`config.mk`:
```
export PLATFORM = sky130hd
export DESIGN_NAME = data_buffer
export DESIGN_NICKNAME = d
export VERILOG_FILES = /design/src/rtl/usb_pkg.sv /design/src/rtl/data_buffer_mem.sv /design/src/rtl/data_buffer.sv
export SDC_FILE = /design/constraint.sdc
export NUM_CORES = 1
export LEC_CHECK = 0
export ABC_AREA = 0
export CORE_MARGIN = 2
export CORE_UTILIZATION = 35
export DETAILED_ROUTE_END_ITERATION = 6
export PLACE_DENSITY = 0.52
export SYNTH_ARGS = -nofsm -noshare
export SYNTH_HDL_FRONTEND = slang
export SYNTH_SLANG_ARGS = --single-unit
```
`constraint.sdc`:
```
create_clock -name clk -period 6.39 [get_ports clk]
set_clock_uncertainty 0.2 [all_clocks]
set_input_delay 1.278 -clock clk [delete_from_list [all_inputs] [get_ports clk]]
set_output_delay 1.278 -clock clk [all_outputs]
set_load 0.01 [all_outputs]
```
`src/rtl/usb_pkg.sv`:
```
// Shared USB device definitions: endpoint buffer sizing and the byte type.
package usb_pkg;

  localparam int unsigned BUFFER_DEPTH = 64;
  localparam int unsigned BUFFER_OCC_W = $clog2(BUFFER_DEPTH) + 1;

  typedef logic [7:0] byte_t;

endpackage : usb_pkg

```
`src/rtl/data_buffer_mem.sv`:
```
// Endpoint byte storage: one synchronous write port, one asynchronous read port.
module data_buffer_mem
  import usb_pkg::*;
#(
  parameter int unsigned DEPTH = BUFFER_DEPTH,
  parameter int unsigned AW    = $clog2(DEPTH)
) (
  input  logic          clk,
  input  logic          we,
  input  logic [AW-1:0] waddr,
  input  byte_t         wdata,
  input  logic [AW-1:0] raddr,
  output byte_t         rdata
);

  byte_t mem_q [DEPTH];

  // Contents are intentionally not reset; occupancy decides what is valid.
  always_ff @(posedge clk) begin
    if (we) begin
      mem_q[waddr] <= wdata;
    end
  end

  assign rdata = mem_q[raddr];

endmodule : data_buffer_mem

```
`src/rtl/data_buffer.sv`:
```
// Shared 64-byte endpoint FIFO between usb_rx/usb_tx and the AHB-lite slave.
// Define DATA_BUFFER_ERROR_EN to build the sticky overflow/underflow flag.
module data_buffer
  import usb_pkg::*;
#(
  parameter  int unsigned DEPTH = BUFFER_DEPTH,
  localparam int unsigned OCC_W = $clog2(DEPTH) + 1
) (
  input  logic             clk,
  input  logic             n_rst,
  input  logic             store_rx_packet_data,
  input  byte_t            rx_packet_data,
  input  logic             flush,
  input  logic             clear,
  input  logic             store_tx_data,
  input  byte_t            tx_data,
  input  logic             get_rx_data,
  input  logic             get_tx_packet_data,
  output byte_t            rx_data,
  output byte_t            tx_packet_data,
  output logic [OCC_W-1:0] buffer_occupancy,
  output logic             buffer_error
);

  localparam int unsigned PTR_W = OCC_W - 1;

  logic [PTR_W-1:0] wptr_q, wptr_d;
  logic [PTR_W-1:0] rptr_q, rptr_d;
  logic [OCC_W-1:0] occ_q, occ_d;

  logic  push_req, pop_req, empty, full, push_ok, pop_ok, wipe, mem_we;
  byte_t wdata, head;

  always_comb begin
    push_req = store_rx_packet_data | store_tx_data;
    pop_req  = get_rx_data | get_tx_packet_data;
    wdata    = store_rx_packet_data ? rx_packet_data : tx_data;
    empty    = (occ_q == '0);
    full     = (occ_q == OCC_W'(DEPTH));
    wipe     = flush | clear;
    // When full, a concurrent pop frees the slot the push lands in.
    push_ok  = push_req & (~full | pop_req);
    pop_ok   = pop_req & ~empty;
    mem_we   = push_ok & ~wipe;

    wptr_d = wptr_q;
    rptr_d = rptr_q;
    occ_d  = occ_q;
    if (wipe) begin
      wptr_d = '0;
      rptr_d = '0;
      occ_d  = '0;
    end else begin
      if (push_ok) wptr_d = wptr_q + PTR_W'(1);
      if (pop_ok)  rptr_d = rptr_q + PTR_W'(1);
      occ_d = occ_q + OCC_W'(push_ok) - OCC_W'(pop_ok);
    end
  end

  always_ff @(posedge clk) begin
    if (!n_rst) begin
      wptr_q <= '0;
      rptr_q <= '0;
      occ_q  <= '0;
    end else begin
      wptr_q <= wptr_d;
      rptr_q <= rptr_d;
      occ_q  <= occ_d;
    end
  end

  data_buffer_mem #(
    .DEPTH (DEPTH),
    .AW    (PTR_W)
  ) u_mem (
    .clk   (clk),
    .we    (mem_we),
    .waddr (wptr_q),
    .wdata (wdata),
    .raddr (rptr_q),
    .rdata (head)
  );

  assign rx_data          = empty ? 8'h00 : head;
  assign tx_packet_data   = empty ? 8'h00 : head;
  assign buffer_occupancy = occ_q;

`ifdef DATA_BUFFER_ERROR_EN
  logic err_q, err_d, err_event;

  // Sticky on source collision, overflow or underflow; wiped with the contents.
  always_comb begin
    err_event = (store_rx_packet_data & store_tx_data)
              | (push_req & full & ~pop_req)
              | (pop_req & empty);
    err_d = err_q | err_event;
    if (wipe) err_d = 1'b0;
  end

  always_ff @(posedge clk) begin
    if (!n_rst) err_q <= 1'b0;
    else        err_q <= err_d;
  end

  assign buffer_error = err_q;
`else
  assign buffer_error = 1'b0;
`endif

endmodule : data_buffer

```
==> flow_metrics.py, run 1 <==
metrics = {
    "worst_setup_path": {
        "critPathMaxFanout": 21,
        "path_delay_family": "compound AO/OA/AOI/OAI gates",
        "r2r_end": "u_mem.mem_q[57][7]$_DFFE_PP_",
        "critPathKind": "reg2out",
        "worst_ep_arrival_time_ns": 4.32,
        "start_kind": "register",
        "cp.depth": 7,
        "regToRegSetupSlack_ns": 2.52,
        "end_kind": "output port",
        "crit_slowest_cell": "dfxtp_1",
        "cp_common_cell": "nor2_1",
        "cpPeakStageDelay_ns": 1.03,
        "critPathCapture": "tx_packet_data[3]",
        "crit_chain": "nor2b_1, nand2_1, nor2_1, a2111oi_0, nor2_1, o21ai_1, clkdlybuf4s50_1",
        "reg2reg_depth": 8,
        "critPathBufInv": 1,
        "reg2reg_from": "buffer_occupancy[4]$_SDFF_PP0_",
        "required_ns": 4.91,
    },
    "clock_network": {
        "holdBufCountCts": 0,
        "clkLatencyLatePin_ns": 0.60,
        "cts.htree.levels": 2,
        "cts-root-buf": "clkbuf_16",
        "cts_setup_buffers": 0,
        "cts_resized": 0,
        "clk_pin_slew_ns": 0.06,
        "cts_buffers": 55,
        "cts_tree": "built",
        "clk_path_buf_depth": 3,
        "clock-sinks": 537,
    },
    "power": {
        "leakage_nw": 7.300,
        "powerDensity_nw_per_um2": 296.3,
        "intPower_mw": 5.734,
        "combPwrFrac_pct": 3.3,
        "p_clk_share_pct": 42.7,
        "ir_drop_v": 0.0001799,
        "sequentialPowerShare_pct": 53.9,
        "switchingPower_mw": 1.479,
        "swShare_pct": 20.51,
    },
    "sta": {
        "slew_headroom_pct": 27.14,
        "setup_viol": 0,
        "drv_slew": 0,
        "hold_viol_final": 0,
        "fmax_mhz": 172.6,
        "fin_crit_sh_pct": 90.69,
        "min_period_ns": 5.795,
        "rsz0062_at_grt": "no",
        "tightest_slew_ns": 1.091,
        "finalSetupTns_ns": 0,
    },
    "drt": {
        "finalWirelength_um": 53100,
        "drc": 0,
        "dr_total_vias": 10490,
        "drt_iter0_drc": 984,
        "dr.pass1.iters": 5,
        "drt.antenna.violating_nets": 0,
        "viasPerCell": 5.322,
        "wl_per_cell_um": 26.94,
    },
    "status": {
        "outcome": "complete, no violations",
    },
    "synth": {
        "netlist_area_um2": 21370,
        "synth_top_family_by_area": "multiplexers",
        "synth_mux_area_share_pct": 15.37,
        "synth-edff-count": 512,
        "synth-seq-cells": 537,
        "synth_fa_ha_area_share_pct": 0.7379,
        "synth-simple-area-share_pct": 4.199,
        "yosysWarnings": 0,
        "synth_compound_area_share_pct": 2.360,
        "synth_xor_xnor_area_share_pct": 0.5739,
        "syn_nets": 1103,
        "syn_inst": 1067,
        "synth_cell_types": 57,
        "async_flop_share_pct": 0,
        "ys.flop_type": "edfxtp_1",
        "syn_avg_cell_area_um2": 20.02,
        "ys_seq_area_share_pct": 74.30,
    },
    "die": {
        "die_w_um": 251.1,
        "die_y_um": 251.1,
        "ios": 48,
        "start_util_pct": 35.40,
        "core_region_area_um2": 60360,
        "row_count": 90,
        "dieArea_um2": 63040,
    },
    "worst_hold_path": {
        "hp-class": "reg2reg",
        "hold_start": "rptr_q[5]$_SDFFE_PP0N_",
    },
    "cells_and_area": {
        "final_layout_size_suffix_gt1_share_pct": 20.94,
        "diodes": 0,
        "layout_commonest_cell": "edfxtp_1",
        "layout_common_cells": "edfxtp_1 (512), mux4_2 (113), nor2_1 (100), clkbuf_16 (57), clkdlybuf4s50_1 (46)",
        "n_fill_cell": 5367,
        "area_growth_pct": 13.94,
        "layout.nets": 1179,
        "final_core_util_pct": 40.33,
    },
    "global_routing": {
        "gr-total-overflow": 0,
        "grt_max_degree": 65,
        "grt_pass1_wl_um": 77150,
        "antenna_found_initial": 0,
        "grt_pass1_vias": 10725,
        "track_usage_pct": 16.99,
    },
    "run": {
        "cap_violations": 0,
    },
    "place": {
        "hpwl_um": 32940,
        "port_buffers": 46,
        "place_congestion": 0.8044,
    },
}
==> worst min-delay path by stage <==
stage                                  end  slack, ns  cells after the start
CTS                 rptr_q[5]$_SDFFE_PP0N_       0.34                      2
detailed placement  rptr_q[5]$_SDFFE_PP0N_       0.32                      2
finish              rptr_q[5]$_SDFFE_PP0N_       0.33                      2
global route        rptr_q[5]$_SDFFE_PP0N_       0.38                      2
global placement    rptr_q[5]$_SDFFE_PP0N_       0.32                      2
floorplan                         register       0.28                      2
==> registers in the layout (all words and copies together) (netlist names), named ones only <==
signal,count
u_mem.mem_q,512
buffer_occupancy,7
rptr_q,6
wptr_q,6
==> cells in the mapped netlist (4+ instances only) <==
library cell	n	area, µm²
or3_1	8	50.05
mux4_2	113	2545
nor2_1	100	375.4
ha_1	11	137.6
mux2_2	12	135.1
nand4_1	5	31.28
a21oi_1	9	45.04
mux4_1	15	394.1
buf_2	13	65.06
dfxtp_1	25	500.5
nor2b_1	9	56.30
buf_6	9	101.4
buf_4	20	150.1
nand3_1	9	45.04
clkbuf_1	8	30.03
o21ai_1	4	20.02
edfxtp_1	512	15370
o221ai_1	5	43.79
nor3_1	18	90.09
xor2_1	10	87.58
mux2i_1	21	210.2
a211oi_1	12	90.09
o21ai_0	12	60.06
xnor2_1	4	35.03
nand2b_1	7	43.79
inv_1	11	41.29
nand2_1	25	93.84
o22ai_1	12	75.07
==> final cells by class <==
class	count	area (µm²)	share of cell area, %
well taps	782	978.4	4.019
clock inverters	29	182.7	0.7504
flip-flops and latches	537	15890	65.26
inverters	11	41.29	0.1696
repair buffers	81	735.7	3.022
multi-input cells	457	4970	20.41
clock buffers	74	1550	6.368
==> power groups by stage <==
stage	logic [mW]	registers, mW	clock network, mW
5_1_grt	0.258	3.89	3.28
3_5_place_dp	0.244	3.96	0
3_3_place_gp	0.241	3.96	0
2_1_floorplan	0.129	3.96	0
6_report	0.240	3.89	3.08
4_1_cts	0.244	3.89	3.15
==> stage by stage <==
stage	total power [mW]	std cells	hold slack, ns	instance area [µm²]	setup slack, ns
finish	7.213	1971	0.3291	24340	0.5949
global route	7.429	1971	0.3782	24340	0.3539
detailed placement	4.209	1868	0.3176	22610	1.156
floorplan	4.090	1067	0.2847	21370	2.502
global placement	4.206	1868	0.3210	22610	1.240
CTS	7.281	1971	0.3405	24340	0.5185
==> cells by family (layout without fill, tap and decap cells) <==
| family | after synthesis | in the layout |
|---|---|---|
| compound gates | 73 | 73 |
| xor+xnor | 14 | 14 |
| fa+ha+maj | 12 | 12 |
| buf+inv | 73 | 195 |
| flops | 537 | 537 |
| mux | 161 | 161 |
| other cells | 1 | 1 |
| simple gates | 196 | 196 |
==> worst reg2reg max path, delay by kind of cell, from the launching register on <==
kind	cells	cell delay [ns]
flip-flops	1	0.36
adder cells (fa/ha/maj)	1	0.20
AO/OA/AOI/OAI	1	0.41
AND/OR/NAND/NOR	4	2.10
buffers and inverters	2	0.21
==> layer usage <==
layer | share of wire, % | vias up | track usage [%]
met3 | 5.2 | 70 | 2.868
met1 | 45 | 5586 | 24.71
li1 | - | 4520 | -
met2 | 48 | 314 | 26.93
met4 | 1.7 | 0 | 3.759
met5 | 0 | - | 0
(Power assumes the default switching activity.)
==> inputs of run 2 (changes only) <==
--- a/config.mk
+++ b/config.mk
@@ -10,6 +10,8 @@
 export CORE_UTILIZATION = 35
 export DETAILED_ROUTE_END_ITERATION = 6
 export PLACE_DENSITY = 0.52
+export REMOVE_ABC_BUFFERS = 1
 export SYNTH_ARGS = -nofsm -noshare
 export SYNTH_HDL_FRONTEND = slang
 export SYNTH_SLANG_ARGS = --single-unit
+export TNS_END_PERCENT = 100
==> flow_metrics.py, run 2 (synthesis results as in run 1) <==
metrics = {
    "status": {
        "outcome": "complete, no violations",
    },
    "clock_network": {
        "cts_buffers": 54,
        "clk_pin_slew_ns": 0.06,
        "cts_tree": "built",
        "cts-root-buf": "clkbuf_16",
        "clk_path_buf_depth": 3,
        "cts_resized": 0,
        "clock-sinks": 537,
        "holdBufCountCts": 0,
        "cts_setup_buffers": 0,
        "cts.htree.levels": 2,
        "clkLatencyLatePin_ns": 0.58,
    },
    "power": {
        "power_mw": 7.110,
        "ir_drop_v": 0.0002216,
        "powerDensity_nw_per_um2": 293.7,
        "leakage_nw": 7.207,
    },
    "die": {
        "die_w_um": 251.1,
        "row_count": 90,
        "die_y_um": 251.1,
        "start_util_pct": 35.40,
        "dieArea_um2": 63040,
        "core_region_area_um2": 60360,
        "ios": 48,
    },
    "drt": {
        "route.met3.wl_um": 3546,
        "finalWirelength_um": 51360,
        "drt-met1-wl_um": 23820,
        "drt.antenna.violating_nets": 0,
        "wl_met2_um": 23140,
        "drc": 0,
        "drt_iter0_drc": 1064,
        "top_layer_used": "met4",
        "dr_total_vias": 10393,
        "wl_per_cell_um": 26.29,
        "viasPerCell": 5.319,
        "dr.pass1.iters": 5,
    },
    "cells_and_area": {
        "area_growth_pct": 13.31,
        "largest_reg_flops": 512,
        "n_fill_cell": 5403,
        "diodes": 0,
        "layout_common_cells": "edfxtp_1 (512), mux4_2 (113), nor2_1 (100), clkbuf_16 (55), clkdlybuf4s50_1 (46)",
        "layout.nets": 1173,
        "final_layout_size_suffix_gt1_share_pct": 19.97,
        "top_register": "u_mem.mem_q",
        "layout_commonest_cell": "edfxtp_1",
    },
    "worst_setup_path": {
        "crit_slowest_cell": "dfxtp_4",
        "crit_chain": "buf_4, mux4_2, o22ai_1, a2111oi_0, o21ai_0, nand2_1, clkdlybuf4s50_1",
        "start_kind": "register",
        "cpPeakStageDelay_ns": 1.00,
        "critPathMaxFanout": 52,
        "end_kind": "output port",
        "worst_ep_arrival_time_ns": 4.19,
        "critPathBufInv": 2,
        "path_delay_family": "compound AO/OA/AOI/OAI gates",
        "required_ns": 4.91,
        "critPathKind": "reg2out",
    },
    "global_routing": {
        "grt_max_degree": 65,
        "track_usage_pct": 16.59,
        "antenna_found_initial": 0,
        "grt_pass1_vias": 10573,
        "grt_pass1_wl_um": 75570,
        "gr-total-overflow": 0,
    },
    "place": {
        "hpwl_um": 30870,
        "place_congestion": 0.7869,
        "port_buffers": 46,
    },
    "sta": {
        "tightest_slew_ns": 1.110,
        "slew_headroom_pct": 25.71,
        "fmax_mhz": 176.5,
        "setup_viol": 0,
        "finalSetupTns_ns": 0,
        "fin_crit_sh_pct": 88.67,
        "drv_slew": 0,
        "hold_viol_final": 0,
        "min_period_ns": 5.666,
        "rsz0062_at_grt": "no",
    },
    "worst_hold_path": {
        "hp-class": "reg2reg",
    },
    "run": {
        "cap_violations": 0,
    },
}
## run 2: final timing paths
check	start	end	slack (ns)	cells after the start
setup / recovery	register	rx_data[1]	0.72	7
hold / removal	rptr_q[5]$_SDFFE_PP0N_	register	0.33	2
setup reg to reg	buffer_occupancy[2]$_SDFF_PP0_	u_mem.mem_q[32][2]$_DFFE_PP_	2.67	8
hold reg to reg	rptr_q[5]$_SDFFE_PP0N_	register	0.33	2
## run 2: final cells by class
class | count | area (µm²) | share of cell area (%)
Clock buffer | 71 | 1446 | 5.974
Clock inverter | 20 | 176.4 | 0.7287
Inverter | 11 | 41.29 | 0.1706
Multi-Input combinational cell | 457 | 4970 | 20.53
Sequential cell | 537 | 15890 | 65.62
Tap cell | 782 | 978.4 | 4.042
Timing Repair Buffer | 76 | 710.7 | 2.936
## run 2: layer usage
metal | track usage (%) | vias to the layer above
met1 | 24.59 | 5488
met5 | 0 | -
met4 | 3.469 | 0
met3 | 4.038 | 65
met2 | 24.91 | 353
li1 | - | 4487
## run 2: power by group
| group | internal, mW | total [mW] | switching [mW] |
|---|---|---|---|
| Clock | 1.70 | 2.98 | 1.29 |
| Combinational | 0.0788 | 0.235 | 0.156 |
| Sequential | 3.88 | 3.89 | 0.00731 |
| Total | 5.66 | 7.11 | 1.45 |
## run 2: metrics by stage
stage | setup WS, ns | cell area [µm²] | hold slack, ns | util [%] | instances
floorplan | -0.8979 | 20890 | 0.2847 | - | 1005
global placement | 1.171 | 22590 | 0.3162 | 37.42 | 1863
detailed placement | 1.206 | 22590 | 0.3144 | 37.42 | 1863
CTS | 0.5676 | 24210 | 0.3293 | 40.11 | 1954
global route | 0.4558 | 24210 | 0.3991 | 40.11 | 1954
finish | 0.7241 | 24210 | 0.3271 | 40.11 | 1954
## run 2: tightest hold or removal path: stages, from the launching register on
cell and delay, ns:
dfxtp_1 0.32, xor2_1 0.06, nor2_1 0.10
